[src/rtl/bus_arb.sv]
// rtl/bus_arb.sv - two-master (IF/MEM) single-slave bus arbiter, MEM priority, fetch flush drain
// Optional slave wait timeout enabled by defining BUS_ARB_TIMEOUT_EN.
module bus_arb #(
  parameter int unsigned TIMEOUT_CYCLES = 255
) (
  input  logic        clk,
  input  logic        rst,
  input  logic        if_req_i,
  input  logic [31:0] if_addr_i,
  output logic [31:0] if_rdata_o,
  output logic        if_ack_o,
  output logic        stallreq_if_o,
  input  logic        flush_if_i,
  input  logic        mem_req_i,
  input  logic        mem_we_i,
  input  logic [31:0] mem_addr_i,
  input  logic [31:0] mem_wdata_i,
  input  logic [3:0]  mem_sel_i,
  output logic [31:0] mem_rdata_o,
  output logic        mem_ack_o,
  output logic        stallreq_mem_o,
  output logic        bus_req_o,
  output logic        bus_we_o,
  output logic [31:0] bus_addr_o,
  output logic [31:0] bus_wdata_o,
  output logic [3:0]  bus_sel_o,
  input  logic [31:0] bus_rdata_i,
  input  logic        bus_ack_i,
  output logic        bus_err_o
);

  localparam logic [1:0] S_IDLE     = 2'd0;
  localparam logic [1:0] S_IF_XFER  = 2'd1;
  localparam logic [1:0] S_MEM_XFER = 2'd2;
  localparam logic [1:0] S_IF_DRAIN = 2'd3;

  logic [1:0]  r_state;
  logic [1:0]  w_next;
  logic        r_we;
  logic [31:0] r_addr;
  logic [31:0] r_wdata;
  logic [3:0]  r_sel;
  logic        w_load_mem;
  logic        w_load_if;
  logic        w_timeout;
  logic        w_done;
  logic        w_if_data;
  logic        w_mem_data;

  assign w_done = bus_ack_i | w_timeout;

  always_comb begin
    w_next     = r_state;
    w_load_mem = 1'b0;
    w_load_if  = 1'b0;
    case (r_state)
      S_IDLE: begin
        if (mem_req_i) begin
          w_load_mem = 1'b1;
          w_next     = S_MEM_XFER;
        end else if (if_req_i && !flush_if_i) begin
          w_load_if = 1'b1;
          w_next    = S_IF_XFER;
        end
      end
      S_IF_XFER: begin
        // A pending MEM request is chained straight after the fetch ack.
        if (bus_ack_i) begin
          if (mem_req_i) begin
            w_load_mem = 1'b1;
            w_next     = S_MEM_XFER;
          end else begin
            w_next = S_IDLE;
          end
        end else if (w_timeout) begin
          w_next = S_IDLE;
        end else if (flush_if_i) begin
          w_next = S_IF_DRAIN;
        end
      end
      S_MEM_XFER, S_IF_DRAIN: begin
        if (w_done) w_next = S_IDLE;
      end
      default: w_next = S_IDLE;
    endcase
  end

  always_ff @(posedge clk or negedge rst) begin
    if (!rst) begin
      r_state <= S_IDLE;
      r_we    <= 1'b0;
      r_addr  <= 32'h0;
      r_wdata <= 32'h0;
      r_sel   <= 4'h0;
    end else begin
      r_state <= w_next;
      if (w_load_mem) begin
        r_we    <= mem_we_i;
        r_addr  <= mem_addr_i;
        r_wdata <= mem_wdata_i;
        r_sel   <= mem_sel_i;
      end else if (w_load_if) begin
        r_we   <= 1'b0;
        r_addr <= if_addr_i;
        r_sel  <= 4'hF;
      end
    end
  end

`ifdef BUS_ARB_TIMEOUT_EN
  logic [7:0] r_wait_cnt;

  assign w_timeout = bus_req_o && !bus_ack_i && (r_wait_cnt == 8'(TIMEOUT_CYCLES));
  assign bus_err_o = w_timeout;

  always_ff @(posedge clk or negedge rst) begin
    if (!rst) begin
      r_wait_cnt <= 8'h0;
    end else if ((w_next != S_IDLE) && (w_next != r_state)) begin
      r_wait_cnt <= 8'h0;
    end else if (bus_req_o && !bus_ack_i) begin
      r_wait_cnt <= r_wait_cnt + 8'h1;
    end
  end
`else
  // Legal limits are nonzero, so this folds to a constant 0.
  assign w_timeout = (TIMEOUT_CYCLES == 0);
  assign bus_err_o = 1'b0;
`endif

  assign bus_req_o   = (r_state != S_IDLE);
  assign bus_we_o    = r_we;
  assign bus_addr_o  = r_addr;
  assign bus_wdata_o = r_wdata;
  assign bus_sel_o   = r_sel;

  // A flush in the ack cycle discards the fetch data and suppresses the ack.
  assign w_if_data  = (r_state == S_IF_XFER) && bus_ack_i && !flush_if_i;
  assign w_mem_data = (r_state == S_MEM_XFER) && bus_ack_i;

  assign if_ack_o    = w_if_data | ((r_state == S_IF_XFER) && w_timeout && !flush_if_i);
  assign if_rdata_o  = w_if_data ? bus_rdata_i : 32'h0;
  assign mem_ack_o   = (r_state == S_MEM_XFER) && w_done;
  assign mem_rdata_o = w_mem_data ? bus_rdata_i : 32'h0;

  assign stallreq_if_o  = if_req_i & ~if_ack_o;
  assign stallreq_mem_o = mem_req_i & ~mem_ack_o;

endmodule

[config.mk]
export PLATFORM = sky130hd
export DESIGN_NAME = bus_arb
export DESIGN_NICKNAME = d
export VERILOG_FILES = /design/src/rtl/bus_arb.sv
export SDC_FILE = /design/constraint.sdc
export NUM_CORES = 1
export LEC_CHECK = 0
export CAP_MARGIN = 25
export CORE_ASPECT_RATIO = 0.75
export CORE_MARGIN = 2
export CORE_UTILIZATION = 33
export CTS_CLUSTER_DIAMETER = 200
export DETAILED_ROUTE_END_ITERATION = 16
export GPL_ROUTABILITY_DRIVEN = 0
export PLACE_DENSITY = 0.92
export SLEW_MARGIN = 25
export SYNTH_ARGS = -nofsm -noshare
export SYNTH_HDL_FRONTEND = slang
export SYNTH_SLANG_ARGS = --single-unit
export TNS_END_PERCENT = 100
[constraint.sdc]
create_clock -name clk -period 1.65 [get_ports clk]
set_input_delay 0.4125 -clock clk [delete_from_list [all_inputs] [get_ports clk]]
set_output_delay 0.4125 -clock clk [all_outputs]
set_load 0.03 [all_outputs]
# After elaboration in Yosys (flattened, before gate mapping)
# Index checks and enable logic that the tools add are counted.
# word_totals
input_bits	139
ff_bits	71
out_inout_bits	139
word_cells	46
# op_classes
n_bitwise	4
reduce_logical	10
n_eq_ne	6
mux	21
# ops
op	n
$mux W32	4
$mux W2	6
$mux W4	2
$mux W1	7
$ne A3 B3 Y1 const B	2
$pmux W2 S3	1
$eq A2 B2 Y1 const B	2
$logic_and A1 B1 Y1	4
$reduce_bool A2 Y1	2
$reduce_and A3 Y1	1
$and A1 B1 Y1	2
$eq A2 B1 Y1 const B	1
$logic_not A2 Y1	1
$ne A2 B2 Y1 const B	1
$not A1 Y1	2
$pmux W1 S2	1
$reduce_or A2 Y1	1
$logic_not A1 Y1	1

# Longest topological paths before layout
# depth
ltp_word	7
mapped_depth	6

# Worst setup path after synthesis
# Ideal clock, no wire load.
# synth_path
path_kind	reg-to-output
start	register r_state[1]
end	output if_rdata_o[23]
required_time_ns	1.237
slack_ns	-0.328
n_path_buf	1
path_stages_with_launch	4
arrival_ns	1.565
cell_sequence	dfrtp_1 -> and4bb_1 -> clkbuf_1 -> and2_1
# synth_between
elab_chain_cells	4
# synth_rtl
element	line	source
from (decl)	37	logic [1:0] r_state;
from (signal assigned)	96	r_state <= w_next;
$eq A2 B1 Y1	138	assign w_if_data = (r_state == S_IF_XFER) && bus_ack_i && !flush_if_i;
$logic_and A1 B1 Y1 (2 in a row)	138	
named net if_ack_o	11	output logic if_ack_o,
$mux W32	142	assign if_rdata_o = w_if_data ? bus_rdata_i : 32'h0;
to (decl)	10	output logic [31:0] if_rdata_o,
# The timed path passes the listed nets, and every way through them passes these cells.

# Worst setup path in the final report
# layout_path
start	register r_state[1]
end	output if_rdata_o[28]
# layout_between
elab_chain_cells	4
# layout_rtl
element	line
$eq A2 B1 Y1	138
$logic_and A1 B1 Y1 (2 in a row)	138
$mux W32	142
# No other way between the ends.

==> impl_metrics.json <==
{
  "status": "finished, violations left",
  "violations": "negative setup slack",
  "hold_class": "in -> async",
  "arrival_ns": 1.63,
  "numCtsBuffers": 9,
  "route.met2.wl_microns": 7400,
  "yosysUniqueCellTypes": 24,
  "row_count": 32,
  "wl_met3_microns": 973,
  "synthTopCellsByArea": "dfrtp_1 52%, and2_1 12%, mux2_2 10%",
  "finish.utilization_pct": 70.7,
  "syn_area_sq_um": 3440,
  "antenna_cells": 0,
  "r2r_cells": 6,
  "synth-seq-cells": 71,
  "ios": 278,
  "p_total_mw": 8.44,
  "fmax_ghz": 0.491,
  "ant_nets": 0,
  "core_sq_um": 10200,
  "seqPwrFrac_pct": 30.4,
  "yosys_warnings": 0,
  "antenna_found_initial": 0,
  "fin_crit_ns": 2.04,
  "p_switching_mw": 3.21,
  "worst_slack_ns": -0.388,
  "cts.reportedPaths.clkPinSlew_ns": 0.06,
  "start_util_pct": 33.7,
  "p_leak_nw": 3.38,
  "path_class": "reg -> out",
  "cts_root_buffer": "clkbuf_16",
  "drc_errors": 0,
  "die_area_sq_um": 11300,
  "critPathMaxStageDelay_ns": 0.42,
  "slowest_stage": "dfrtp_2",
  "syn_to_final_growth_pct": 110,
  "cts-htree-levels": 3,
  "wl_per_cell_microns": 18.7,
  "cp-end-kind": "output pin",
  "p_int_mw": 5.23,
  "combPwrFrac_pct": 47.0,
  "synth-seq-area-share_pct": 51.7,
  "syn-num-nets": 448,
  "first_global_vias": 3850,
  "dp_hpwl_microns": 9600,
  "cp_data_required_time_ns": 1.24,
  "holdBufCountCts": 0,
  "die_x_microns": 122,
  "final_cells": 753,
  "grt-ovfl-total": 0,
  "critPathLaunchType": "flip-flop",
  "wl_met1_microns": 5490,
  "routed_via_density": 4.76,
  "synth.avg_cell_area_sq_um": 11.1,
  "finalCritPeriodShare_pct": 124,
  "cts_tree": "done",
  "io_buffers": 276,
  "first_pass_iters": 4,
  "crit_top_cell": "buf_6",
  "crit_chain": "and4bb_4, buf_6, buf_6, and2_4, buf_6",
  "drv_cap": 0,
  "yosysTopAreaCell": "dfrtp_1",
  "drive_gt1_share_pct": 35.5,
  "critical_path_buf_inv_count": 3,
  "rsz0062_at_grt": "true",
  "postSynthCellCount": 309,
  "switching_share_pct": 38.1,
  "path_max_fanout": 7,
  "synth_top_cell_area_share_pct": 51.7,
  "grt_pass1_wl_microns": 21000,
  "clk_path_buf_depth": 2,
  "grt.total_usage_pct": 24.4,
  "p_per_area_nw_per_um2": 1170,
  "slew_violations": 0,
  "crit_cells": 5,
  "num-fill-cells": 733,
  "ir_worst_vdd_mv": 0.713,
  "p_clk_share_pct": 22.6,
  "die_h_microns": 92.4,
  "first_iter_violations": 127,
  "setup_viol": 138,
  "grt_max_degree": 46,
  "clkLatencyLatePin_ns": 0.32,
  "nNetsFinal": 752,
  "vias": 3582,
  "hold_viol": 0,
  "cp_top_family": "simple AND/OR/NAND/NOR gates",
  "drt_wl_total_microns": 14100,
  "reg2reg_slack_ns": -0.13,
  "clock_skew_ns": 0.00617,
  "clock-sinks": 71,
  "dp_cells": 714,
  "dr.max_layer_used": "met4"
}
[cells in the mapped netlist (all sizes together)]
cell type	instances
and2	64
nor2	34
buf	16
nand3b	1
and4bb	1
o22a	4
mux2i	32
o22ai	1
conb	1
o41ai	1
nand2	2
a21oi	33
inv	3
or3b	1
mux2	32
clkbuf	6
o21ai	1
or2	1
nor2b	1
dfrtp	71
nand2b	2
a31oi	1
[power groups by stage]
stage                     combinational, mW  clock (mW)  sequential [mW]
final                                  3.97        1.91             2.56
after global routing                   4.18        2.03             2.63
after CTS                              3.87        1.95             2.55
after detailed placement               3.96           0             2.60
after global placement                 3.87           0             2.56
after floorplan                        1.06           0             3.61
[cells in the final DEF (no fill, tap or decap), drive strengths merged, types with 2 or more instances in the layout]
cell type	synthesis	layout
mux2	32	32
clkinv	0	3
buf	16	103
dfrtp	71	71
nor2	34	34
and2	64	64
nand2b	2	2
nand2	2	2
a21oi	33	33
clkdlybuf4s50	0	135
o22a	4	4
dlygate4sd2	0	71
mux2i	32	32
clkbuf	6	16
inv	3	3
[cell type report]
cell class / count / area [sq um] / area share [%]
clock buffer: 11 / 253 / 3.50
tap: 136 / 170 / 2.36
timing repair buffer: 315 / 3300 / 45.7
multi-input combinational: 213 / 1660 / 23.0
inverter: 3 / 11.3 / 0.156
sequential: 71 / 1780 / 24.6
clock inverter: 4 / 45.0 / 0.624
[cells by family after synthesis]
family,share of synthesized area (%)
and+or+nand+nor,17.1
DFF,51.7
muxes,19.8
AOI/OAI and AO/OA,7.02
buffers and inverters,4.29
other,0.109
[layer usage]
layer,vias up,global-route usage [%]
met2,157,42.6
met3,23,7.20
met4,0,7.38
li1,1640,-
met5,-,0
met1,1762,29.1
[what timing repair did]
item | in CTS | in global routing
pin swaps | 12 | 2
cloned | 8 | 5
setup endpoints to repair | 207 | 138
buffers inserted | 11 | 4
gates resized for setup | 166 | 11
[worst paths after layout]
kind                                          start                           to
max in group asynchronous                       rst         bus_we_o$_DFFE_PN0P_
max reg2reg                  r_state[1]$_DFFE_PN0P_  bus_wdata_o[25]$_DFFE_PN0P_
min                                             rst   bus_addr_o[10]$_DFFE_PN0P_
min reg2reg                bus_sel_o[1]$_DFFE_PN0P_     bus_sel_o[1]$_DFFE_PN0P_
min in group clk           bus_sel_o[1]$_DFFE_PN0P_     bus_sel_o[1]$_DFFE_PN0P_
max                          r_state[1]$_DFFE_PN0P_               if_rdata_o[28]
[state kept, by name, summed over array words and instances, names as in the netlist]
name         cells
bus_addr_o      32
bus_wdata_o     32
bus_sel_o        4
r_state          2
bus_we_o         1
[per-stage QoR]
step           instance area (sq um)  TNS (ns)  hold slack, ns  setup WS [ns]
2_1_floorplan                   3510    -0.110           0.117        -0.0137
3_3_place_gp                    6360    -61.36           0.342         -0.502
4_1_cts                         7100    -22.98        0.000899         -0.381
3_5_place_dp                    6360    -65.74           0.351         -0.562
6_report                        7220    -27.18         0.00769         -0.388
5_1_grt                         7220    -32.99          0.0157         -0.434
[worst reg2reg max path, delay by kind of cell (launching register included)]
family | cells | cell delay, ns
buffers and inverters | 4 | 0.74
flip-flops | 1 | 0.42
multiplexers | 1 | 0.27
AND/OR/NAND/NOR | 1 | 0.24
Note: power is estimated with default switching activity, not from simulation.
